$ cat config.mk
export PLATFORM = sky130hd
export DESIGN_NAME = regfile_wb_arbiter
export DESIGN_NICKNAME = d
export VERILOG_FILES = /design/src/rtl/regfile_wb_arbiter.sv
export SDC_FILE = /design/constraint.sdc
export NUM_CORES = 1
export LEC_CHECK = 0
export CAP_MARGIN = 20
export CORE_MARGIN = 4
export CORE_UTILIZATION = 45
export CTS_CLUSTER_DIAMETER = 150
export DETAILED_ROUTE_END_ITERATION = 12
export GPL_TIMING_DRIVEN = 0
export PLACE_DENSITY = 0.71
export SYNTH_ARGS = -nofsm -noshare
export SYNTH_HDL_FRONTEND = slang
export SYNTH_HIERARCHICAL = 1
export SYNTH_SLANG_ARGS = --single-unit
$ cat constraint.sdc
create_clock -name clk -period 8.4 [get_ports clk]
set_clock_uncertainty 0.05 [all_clocks]
set_input_delay 0.84 -clock clk [delete_from_list [all_inputs] [get_ports clk]]
set_output_delay 0.84 -clock clk [all_outputs]
set_load 0.05 [all_outputs]
$ cat src/rtl/regfile_wb_arbiter.sv
// Shares one register-file write port between two write-back requesters.
// Each requester feeds an in-order FIFO; a round-robin picker drains one head per cycle.

module regfile_wb_fifo #(
  parameter int unsigned DEPTH = 2,
  parameter int unsigned DW    = 64
) (
  input  logic          clk,
  input  logic          reset,
  input  logic          push,
  input  logic          pop,
  input  logic [4:0]    push_rd,
  input  logic [DW-1:0] push_wd,
  output logic          ready,
  output logic          not_empty,
  output logic [4:0]    head_rd,
  output logic [DW-1:0] head_wd,
  output logic [31:0]   pending
);
  localparam int unsigned AW = (DEPTH > 1) ? $clog2(DEPTH) : 1;
  localparam int unsigned CW = AW + 1;

  typedef struct packed {
    logic [4:0]    rd;
    logic [DW-1:0] wd;
  } entry_t;

  entry_t        mem [DEPTH];
  logic [AW-1:0] wr_ptr;
  logic [AW-1:0] rd_ptr;
  logic [CW-1:0] count;

  assign ready     = (count < CW'(DEPTH));
  assign not_empty = (count != '0);
  assign head_rd   = mem[rd_ptr].rd;
  assign head_wd   = mem[rd_ptr].wd;

  // Pointers wrap naturally because DEPTH is a power of two
  always_ff @(posedge clk or posedge reset) begin
    if (reset) begin
      wr_ptr <= '0;
      rd_ptr <= '0;
      count  <= '0;
    end else begin
      if (push) wr_ptr <= wr_ptr + AW'(1);
      if (pop)  rd_ptr <= rd_ptr + AW'(1);
      case ({push, pop})
        2'b10:   count <= count + CW'(1);
        2'b01:   count <= count - CW'(1);
        default: count <= count;
      endcase
    end
  end

  always_ff @(posedge clk) begin
    if (push) begin
      mem[wr_ptr].rd <= push_rd;
      mem[wr_ptr].wd <= push_wd;
    end
  end

  // Slot i is live when its distance from the read pointer is below count
  always_comb begin
    logic [AW-1:0] off;
    pending = '0;
    off     = '0;
    for (int i = 0; i < int'(DEPTH); i++) begin
      off = AW'(i) - rd_ptr;
      if ({1'b0, off} < count) pending[mem[i].rd] = 1'b1;
    end
    pending[0] = 1'b0;
  end

endmodule

module regfile_wb_arbiter #(
  parameter int unsigned DEPTH = 2,
  parameter int unsigned DW    = 64
) (
  input  logic          clk,
  input  logic          reset,
  input  logic          req0_valid,
  output logic          req0_ready,
  input  logic [4:0]    req0_rd,
  input  logic [DW-1:0] req0_wd,
  input  logic          req1_valid,
  output logic          req1_ready,
  input  logic [4:0]    req1_rd,
  input  logic [DW-1:0] req1_wd,
  output logic          wb_we,
  output logic [4:0]    wb_rd,
  output logic [DW-1:0] wb_wd,
  output logic          wb_src,
  output logic [31:0]   pending
);
  logic          push0;
  logic          push1;
  logic          pop0;
  logic          pop1;
  logic          ne0;
  logic          ne1;
  logic          last_grant;
  logic [4:0]    head0_rd;
  logic [4:0]    head1_rd;
  logic [DW-1:0] head0_wd;
  logic [DW-1:0] head1_wd;
  logic [31:0]   pend0;
  logic [31:0]   pend1;

  // Writes to x0 complete the handshake but are dropped before queueing
  assign push0 = req0_valid && req0_ready && (req0_rd != 5'd0);
  assign push1 = req1_valid && req1_ready && (req1_rd != 5'd0);

  regfile_wb_fifo #(.DEPTH(DEPTH), .DW(DW)) u_fifo0 (
    .clk       (clk),
    .reset     (reset),
    .push      (push0),
    .pop       (pop0),
    .push_rd   (req0_rd),
    .push_wd   (req0_wd),
    .ready     (req0_ready),
    .not_empty (ne0),
    .head_rd   (head0_rd),
    .head_wd   (head0_wd),
    .pending   (pend0)
  );

  regfile_wb_fifo #(.DEPTH(DEPTH), .DW(DW)) u_fifo1 (
    .clk       (clk),
    .reset     (reset),
    .push      (push1),
    .pop       (pop1),
    .push_rd   (req1_rd),
    .push_wd   (req1_wd),
    .ready     (req1_ready),
    .not_empty (ne1),
    .head_rd   (head1_rd),
    .head_wd   (head1_wd),
    .pending   (pend1)
  );

  // last_grant = 1 means req1 won last, so req0 takes the next tie
  always_comb begin
    pop0 = 1'b0;
    pop1 = 1'b0;
    if (ne0 && ne1) begin
      pop0 = last_grant;
      pop1 = !last_grant;
    end else begin
      pop0 = ne0;
      pop1 = ne1;
    end
  end

  always_ff @(posedge clk or posedge reset) begin
    if (reset) begin
      last_grant <= 1'b1;
    end else if (pop0) begin
      last_grant <= 1'b0;
    end else if (pop1) begin
      last_grant <= 1'b1;
    end
  end

  always_comb begin
    wb_we  = 1'b0;
    wb_rd  = '0;
    wb_wd  = '0;
    wb_src = 1'b0;
    if (pop0) begin
      wb_we = 1'b1;
      wb_rd = head0_rd;
      wb_wd = head0_wd;
    end else if (pop1) begin
      wb_we  = 1'b1;
      wb_rd  = head1_rd;
      wb_wd  = head1_wd;
      wb_src = 1'b1;
    end
  end

  assign pending = pend0 | pend1;

endmodule

==> flow_metrics.env, run 1 <==
export IMPL_final_setup_viol_count=0
export IMPL_crit_chain="or2_2, a21boi_2, buf_4, a32o_1, clkdlybuf4s50_1"
export IMPL_initial_utilization=0.459
export IMPL_slew_headroom=0.404
export IMPL_syn_cell_area_um2=12400
export IMPL_routed_via_density=5.48
export IMPL_switching_share=0.426
export IMPL_design_area_um2=16400
export IMPL_fin_nets=1166
export IMPL_dp_hpwl_um=22200
export IMPL_r2r_end="u_fifo1/mem[0][34]"
export IMPL_wl_um=31700
export IMPL_finalWeightedCongestion=0.834
export IMPL_p_int_uw=4030
export IMPL_finalHoldViolations=0
export IMPL_r2r_slack_ns=6.06
export IMPL_drive_above_1_share=0.304
export IMPL_yosys_area_top_type="edfxtp_1"
export IMPL_p_seq_frac=0.279
export IMPL_maxCapViolCount=0
export IMPL_vias=7784
export IMPL_crit_path_start_kind="register"
export IMPL_hp_start="last_grant"
export IMPL_switchingPower_uw=2990
export IMPL_met1_usage=0.266
export IMPL_hold_buffers=0
export IMPL_setup_slack_ns=4.38
export IMPL_place_ws_ns=4.93
export IMPL_num_rows=60
export IMPL_vdd_drop_max_v=0.000336
export IMPL_ys_types=41
export IMPL_synthesis_nets=883
export IMPL_max_stage_delay_ns=0.85
export IMPL_hold_depth=2
export IMPL_cts_buffers=29
export IMPL_fin_util=0.606
export IMPL_crit_start="u_fifo0/count[0]"
export IMPL_synth_warnings=6
export IMPL_r2r_start="u_fifo1/count[1]"
export IMPL_tightest_slew_ns=0.892
export IMPL_status="complete, no violations"
export IMPL_hold_path_class="reg -> reg"
export IMPL_period_share=0.479
export IMPL_postSynthCellCount=739
export IMPL_grt_use_met3=0.0470
export IMPL_area_growth_pct=32.1
export IMPL_grt_first_pass_wirelength_um=48000
export IMPL_io_pins=247
export IMPL_p_total_uw=7010
export IMPL_yosysSeqAreaShare=0.684
export IMPL_crit_slowest_cell="clkdlybuf4s50_1"
export IMPL_grt_use_met2=0.345
export IMPL_io_buffers=245
export IMPL_grt_busiest_layer="met2"
export IMPL_crit_path_end="wb_rd[1]"
export IMPL_first_pass_iters=5
export IMPL_die_w_um=174
export IMPL_gr_total_overflow=0
export IMPL_cts_path_max_buffers=3
export IMPL_path_clk_slew_ns=0.05
export IMPL_clkPwrFrac=0.170
export IMPL_final_max_slew_viol_count=0
export IMPL_worstPathArrival_ns=3.13
export IMPL_synth_top_area_share=0.666
export IMPL_tns_ns=0
export IMPL_ys_ff_latch=285
export IMPL_wire_per_inst_um=22.3
export IMPL_ant_nets=0
export IMPL_clock_sinks=285
export IMPL_cts_tree="built"
export IMPL_drc_errors=0
export IMPL_period_minus_slack_ns=4.02
export IMPL_grt_total_usage=0.202
export IMPL_power_density_nw_per_um2=427
export IMPL_postCtsSetupRepairBufs=0
export IMPL_end_kind="output pin"
export IMPL_first_iter_violations=598
export IMPL_crit_type="reg -> out"
export IMPL_cp_max_fo=11
export IMPL_fp_dieH_um=174
export IMPL_p_leak_uw=0.00567
export IMPL_die_area_um2=30400
export IMPL_cts_root_buf="clkbuf_16"
export IMPL_power_frac_comb=0.551
export IMPL_antenna_found_initial=7
export IMPL_clock_latency_ns=0.53
export IMPL_grt_pass1_vias=8295
export IMPL_fmax_mhz=249
export IMPL_synth_avg_cell_area_um2=16.8
export IMPL_grt_max_degree=60
export IMPL_cts_resized=0
export IMPL_fillers=2103
export IMPL_cp_required_ns=7.51
export IMPL_ff2ff_path_depth=5
export IMPL_dpl_cell_area_um2=15500
export IMPL_synth_area_top_cells="edfxtp_1 (67%), mux2_2 (12%), a32o_2 (3.8%)"
export IMPL_core_area_um2=27100
export IMPL_grt_setup_unrepaired="false"
export IMPL_cts_max_level=1
==> cell usage in the layout (no fill, tap or decap), drive strengths merged, types with 8 or more instances in the layout <==
master / netlist / final
o22ai: 62 / 62
buf: 35 / 42
inv: 7 / 8
nand2: 8 / 8
clkinv: 0 / 16
clkbuf: 12 / 47
nand3b: 16 / 16
a32o: 69 / 69
or2: 35 / 35
edfxtp: 276 / 276
dfrtp: 8 / 8
nor2: 15 / 15
mux2: 138 / 138
clkdlybuf4s50: 0 / 245
==> final cells by class <==
class	instances	area [um^2]	area share
well taps	372	465	0.0283
flip-flops and latches	285	8510	0.518
repair buffers	252	2620	0.159
multi-input cells	400	3590	0.218
plain buffers	47	330	0.0201
inverters	7	26.3	0.00160
clock inverters	19	138	0.00837
clock buffers	35	748	0.0455
diodes	3	7.51	0.000457
==> critical path: cells and delay by family, from the launching register on <==
kind	cells	cell delay [ns]
AND/OR/NAND/NOR	1	0.34
AO/OA/AOI/OAI	2	0.65
buffers and inverters	2	1.16
flip-flops	1	0.44
==> cell usage after synthesis (all sizes together) <==
master / number
edfxtp: 276
nand3: 6
inv: 7
nor2: 15
buf: 35
or3b: 6
o21ai: 6
nand2b: 1
o22ai: 62
o211ai: 2
a21oi: 1
o311a: 2
clkbuf: 12
nand2: 8
a21o: 2
xor2: 4
xnor2: 6
nor2b: 6
a21boi: 2
nand3b: 16
a32o: 69
dfstp: 1
or2: 35
and2: 3
conb: 2
mux2: 138
ha: 2
or3: 6
dfrtp: 8
==> logic make-up (layout without fill, tap and decap cells) <==
group,count (synthesis),count (layout),synth area share
AO/OA/AOI/OAI,146,146,0.100
other,2,5,0.000604
adder cells (fa/ha/maj),2,2,0.00201
XOR/XNOR,10,10,0.00704
multiplexers,138,138,0.125
AND/OR/NAND/NOR,102,102,0.0520
buffers and inverters,54,360,0.0287
flip-flops,285,285,0.684
==> worst min-delay path by stage <==
stage	to	slack, ns
2_1_floorplan	u_fifo0/wr_ptr	0.41
3_3_place_gp	u_fifo0/wr_ptr	0.42
3_5_place_dp	last_grant	0.48
4_1_cts	last_grant	0.49
5_1_grt	u_fifo0/rd_ptr	0.53
6_report	last_grant	0.49
==> routing by layer <==
layer	part of all wire	up-vias
met3	0.068	46
met2	0.49	305
met4	0.015	10
met1	0.42	3836
li1	-	3587
met5	0.0019	-
==> registers in the layout (all words and copies together) (netlist names) <==
signal          flops
u_fifo1/wr_ptr      1
last_grant          1
u_fifo1/rd_ptr      1
u_fifo1/mem       138
u_fifo0/mem       138
u_fifo0/wr_ptr      1
u_fifo1/count       2
u_fifo0/rd_ptr      1
u_fifo0/count       2
==> power groups by stage <==
| stage | combinational, uW | clock (uW) | sequential (uW) |
|---|---|---|---|
| after global routing | 4040 | 1290 | 1980 |
| after CTS | 3900 | 1220 | 1960 |
| after floorplan | 2650 | 0 | 1980 |
| after detailed placement | 3880 | 0 | 1990 |
| after global placement | 3820 | 0 | 2010 |
| final | 3860 | 1190 | 1960 |
==> per-stage QoR <==
step | cells | hold WS, ns
floorplan | 739 | 0.406
global placement | 1356 | 0.420
detailed placement | 1363 | 0.483
CTS | 1417 | 0.494
global route | 1419 | 0.527
finish | 1420 | 0.491
(Power assumes the default switching activity.)
==> run 2, diff against run 1 <==
==> constraint.sdc (replaced) <==
create_clock -name clk -period 4.05 [get_ports clk]
set_clock_uncertainty 0.05 [all_clocks]
set_input_delay 0.405 -clock clk [delete_from_list [all_inputs] [get_ports clk]]
set_output_delay 0.405 -clock clk [all_outputs]
set_load 0.05 [all_outputs]
==> flow_metrics.env, run 2 (synthesized netlist as in run 1, its figures left out) <==
export IMPL_status="complete, no violations"
export IMPL_crit_slowest_cell="clkdlybuf4s50_1"
export IMPL_crit_type="reg -> out"
export IMPL_crit_chain="or2_2, a21boi_2, buf_4, a32o_1, clkdlybuf4s50_1"
export IMPL_p_total_uw=14600
export IMPL_num_rows=60
export IMPL_slew_headroom=0.512
export IMPL_crit_start="u_fifo0/count[0]"
export IMPL_finalHoldViolations=0
export IMPL_cts_resized=0
export IMPL_core_area_um2=27100
export IMPL_final_max_slew_viol_count=0
export IMPL_routed_via_density=5.48
export IMPL_cts_buffers=29
export IMPL_most_common_layout_cells="edfxtp_1 (276), clkdlybuf4s50_1 (245), mux2_2 (138)"
export IMPL_max_stage_delay_ns=0.88
export IMPL_cp_num_buf_inv=2
export IMPL_period_share=0.879
export IMPL_cp_max_fo=11
export IMPL_antenna_found_initial=8
export IMPL_vdd_drop_max_v=0.000709
export IMPL_maxCapViolCount=0
export IMPL_crit_family="buffers and inverters"
export IMPL_ant_nets=0
export IMPL_cts_root_buf="clkbuf_16"
export IMPL_grt_setup_unrepaired="false"
export IMPL_worstPathArrival_ns=3.10
export IMPL_wl_um=31800
export IMPL_grt_max_degree=60
export IMPL_cts_max_level=1
export IMPL_tightest_slew_ns=0.727
export IMPL_final_setup_viol_count=0
export IMPL_fmax_mhz=281
export IMPL_grt_total_usage=0.204
export IMPL_vias=7762
export IMPL_hold_path_class="in -> async"
export IMPL_p_int_uw=8400
export IMPL_dp_hpwl_um=22100
export IMPL_power_frac_comb=0.548
export IMPL_initial_utilization=0.459
export IMPL_grt_first_pass_wirelength_um=48500
export IMPL_fin_nets=1165
export IMPL_io_buffers=245
export IMPL_drive_above_1_share=0.307
export IMPL_clkPwrFrac=0.175
export IMPL_p_seq_frac=0.278
export IMPL_io_pins=247
export IMPL_r2r_start="u_fifo1/count[1]"
export IMPL_p_leak_uw=0.00566
export IMPL_first_pass_iters=5
export IMPL_clock_sinks=285
export IMPL_cts_tree="built"
export IMPL_tns_ns=0
export IMPL_first_iter_violations=595
export IMPL_end_kind="output pin"
export IMPL_finalWeightedCongestion=0.821
export IMPL_fp_dieH_um=174
export IMPL_area_growth_pct=32.1
export IMPL_switchingPower_uw=6200
export IMPL_power_density_nw_per_um2=889
export IMPL_reg_top3="u_fifo0/mem x138, u_fifo1/mem x138"
export IMPL_switching_share=0.425
export IMPL_clock_latency_ns=0.53
export IMPL_final_common_cell="edfxtp_1"
export IMPL_crit_path_start_kind="register"
export IMPL_period_minus_slack_ns=3.56
export IMPL_die_area_um2=30400
export IMPL_hold_buffers=0
export IMPL_gr_total_overflow=0
export IMPL_path_clk_slew_ns=0.06
export IMPL_cts_path_max_buffers=3
export IMPL_cp_required_ns=3.60
export IMPL_wire_per_inst_um=22.5
export IMPL_grt_pass1_vias=8496
export IMPL_postCtsSetupRepairBufs=0
export IMPL_die_w_um=174
export IMPL_drc_errors=0
## run 2: cell count changes in the layout (fill, tap and decap cells not counted)
cell | before | now
buf_16 | 3 | 2
bufinv_16 | 2 | 3
clkbuf_1 | 15 | 13
clkinv_1 | 9 | 6
clkinvlp_4 | 0 | 2
diode_2 | 3 | 2
## run 2: stage by stage
stage | worst slack, ns | instance area (um^2) | util | std cells | hold slack (ns)
after CTS | 0.370 | 16400 | 0.606 | 1414 | 0.0662
after global routing | 0.340 | 16400 | 0.606 | 1416 | 0.0749
after floorplan | 0.619 | 12400 | - | 739 | 0.121
final | 0.490 | 16400 | 0.606 | 1416 | 0.0823
after detailed placement | 0.959 | 15500 | 0.572 | 1362 | 0.483
after global placement | -0.951 | 15400 | 0.567 | 1356 | 0.437
## run 2: final cells by class
| type | count | area [um^2] |
|---|---|---|
| inverters | 7 | 26.3 |
| clock buffers | 33 | 741 |
| diodes | 2 | 5.00 |
| flip-flops and latches | 285 | 8510 |
| multi-input cells | 400 | 3590 |
| fillers | 2115 | 10700 |
| repair buffers | 251 | 2590 |
| clock inverters | 19 | 171 |
| plain buffers | 47 | 330 |
| well taps | 372 | 465 |
## run 2: power groups by stage
stage / Combinational [uW] / Clock [uW] / Sequential, uW
3_5_place_dp: 8050 / 0 / 4120
4_1_cts: 8090 / 2610 / 4060
6_report: 8000 / 2550 / 4050
5_1_grt: 8370 / 2760 / 4100
2_1_floorplan: 5490 / 0 / 4090
3_3_place_gp: 7920 / 0 / 4150
## run 2: worst reg2reg max path, cell delays in order, from the launching register on
cell	delay (ns)
dfrtp_1	0.46
inv_1	0.19
o311a_1	0.28
inv_1	0.11
nor2_4	0.53
buf_12	0.29
buf_12	0.23
## run 2: per-layer routing
layer / global-route usage / up-vias / routed length, um / share of wire
met5: 0 / - / 88 / 0.0028
met4: 0.0594 / 12 / 868 / 0.027
met3: 0.0492 / 57 / 1990 / 0.062
met2: 0.339 / 252 / 15400 / 0.48
met1: 0.268 / 3855 / 13500 / 0.42
li1: - / 3586 / - / -
## run 2: final timing paths
kind	end	slack (ns)	cells after the start
max in group asynchronous	u_fifo0/count[1]	3.71	2
min	u_fifo1/count[1]	0.08	2
min reg2reg	u_fifo1/wr_ptr	0.49	1
max	wb_wd[61]	0.49	5
max reg2reg	u_fifo1/mem[0][5]	1.58	6
min in group clk	u_fifo0/mem[0][59]	0.40	1
==> run 3, diff against run 2 <==
--- a/config.mk
+++ b/config.mk
@@ -11,6 +11,7 @@
 export CTS_CLUSTER_DIAMETER = 150
 export DETAILED_ROUTE_END_ITERATION = 12
 export GPL_TIMING_DRIVEN = 0
+export MAX_ROUTING_LAYER = met4
 export PLACE_DENSITY = 0.71
 export SYNTH_ARGS = -nofsm -noshare
 export SYNTH_HDL_FRONTEND = slang
==> flow_metrics.env, run 3 (synthesized netlist as in run 1, its figures left out) <==
export IMPL_end_kind="output pin"
export IMPL_fp_dieH_um=174
export IMPL_wire_per_inst_um=22.2
export IMPL_clock_latency_ns=0.55
export IMPL_period_minus_slack_ns=3.55
export IMPL_cts_root_buf="clkbuf_16"
export IMPL_tightest_slew_ns=0.812
export IMPL_cts_max_level=1
export IMPL_area_growth_pct=31.9
export IMPL_max_stage_delay_ns=0.87
export IMPL_dpl_cell_area_um2=15500
export IMPL_first_iter_violations=514
export IMPL_crit_type="reg -> out"
export IMPL_vdd_drop_max_v=0.000661
export IMPL_final_common_cell="edfxtp_1"
export IMPL_grt_setup_unrepaired="false"
export IMPL_num_rows=60
export IMPL_postCtsSetupRepairBufs=0
export IMPL_p_leak_uw=0.00564
export IMPL_fin_nets=1166
export IMPL_place_ws_ns=0.991
export IMPL_hold_path_class="in -> async"
export IMPL_ff2ff_path_depth=6
export IMPL_die_w_um=174
export IMPL_reg_top3="u_fifo0/mem x138, u_fifo1/mem x138"
export IMPL_cp_required_ns=3.60
export IMPL_slew_headroom=0.457
export IMPL_vias=7740
export IMPL_setup_slack_ns=0.504
export IMPL_grt_pass1_vias=8285
export IMPL_ant_nets=0
export IMPL_dp_hpwl_um=22000
export IMPL_worstPathArrival_ns=3.09
export IMPL_wl_um=31600
export IMPL_cts_path_max_buffers=3
export IMPL_clock_sinks=285
export IMPL_final_setup_viol_count=0
export IMPL_maxCapViolCount=0
export IMPL_period_share=0.876
export IMPL_cts_tree="built"
export IMPL_final_max_slew_viol_count=0
export IMPL_fmax_mhz=282
export IMPL_initial_utilization=0.459
export IMPL_die_area_um2=30400
export IMPL_routed_via_density=5.44
export IMPL_gr_total_overflow=0
export IMPL_hold_buffers=0
export IMPL_drc_errors=0
export IMPL_antenna_found_initial=7
export IMPL_design_area_um2=16400
export IMPL_grt_max_degree=52
export IMPL_path_clk_slew_ns=0.06
export IMPL_grt_first_pass_wirelength_um=48000
export IMPL_cts_buffers=30
export IMPL_core_area_um2=27100
export IMPL_status="complete, no violations"
export IMPL_io_buffers=245
export IMPL_grt_total_usage=0.210
export IMPL_drive_above_1_share=0.303
export IMPL_power_density_nw_per_um2=883
export IMPL_crit_chain="or2_2, a21boi_2, buf_4, a32o_1, clkdlybuf4s50_1"
export IMPL_finalWeightedCongestion=0.864
export IMPL_cp_max_fo=11
export IMPL_crit_slowest_cell="clkdlybuf4s50_1"
export IMPL_most_common_layout_cells="edfxtp_1 (276), clkdlybuf4s50_1 (245), mux2_2 (138)"
export IMPL_cts_resized=0
export IMPL_finalHoldViolations=0
export IMPL_io_pins=247
export IMPL_whs_ns=0.0549
export IMPL_crit_path_start_kind="register"
export IMPL_first_pass_iters=5
export IMPL_fillers=2093
[run 3: critical path, delay by kind of cell, from the launching register on]
kind / cells / cell delay, ns
buf+inv: 2 / 1.17
compound gates: 2 / 0.61
flops: 1 / 0.45
simple gates: 1 / 0.33
[run 3: final timing paths]
check                                 start                 end  slack, ns
max in group asynchronous             reset    u_fifo0/count[1]       3.72
hold reg to reg                  last_grant          last_grant       0.48
min in group clk                req1_wd[54]  u_fifo1/mem[1][54]       0.39
hold / removal                        reset      u_fifo1/rd_ptr       0.05
setup / recovery           u_fifo0/count[1]           wb_wd[62]       0.50
setup reg to reg           u_fifo1/count[1]   u_fifo1/mem[0][5]       1.59
[run 3: per-layer routing]
metal	vias to the layer above	wire (um)	GRT usage
met2	285	15700	0.345
met4	0	618	0.0485
met5	-	0	-
met3	49	2060	0.0452
li1	3601	-	-
met1	3805	13200	0.268
[run 3: through the flow]
stage | TNS [ns] | instances | power (uW) | utilization
after floorplan | 0 | 739 | 9580 | -
after global placement | -213.59 | 1356 | 12100 | 0.567
after detailed placement | 0 | 1362 | 12200 | 0.572
after CTS | 0 | 1415 | 14600 | 0.605
after global routing | 0 | 1422 | 15100 | 0.605
final | 0 | 1422 | 14500 | 0.605
[run 3: layout make-up]
type,instances,area (um^2),share of cell area
Buffer,47,330,0.0201
Clock inverter,15,75.1,0.00458
Multi-Input combinational cell,400,3590,0.219
Sequential cell,285,8510,0.519
Timing Repair Buffer,251,2590,0.158
Antenna cell,7,17.5,0.00107
Clock buffer,38,802,0.0489
Inverter,7,26.3,0.00160
Tap cell,372,465,0.0284
[run 3: power by group]
part / switching [uW] / internal, uW
Sequential: 181 / 3870
Clock: 1050 / 1390
Combinational: 4970 / 3030
Total: 6200 / 8290
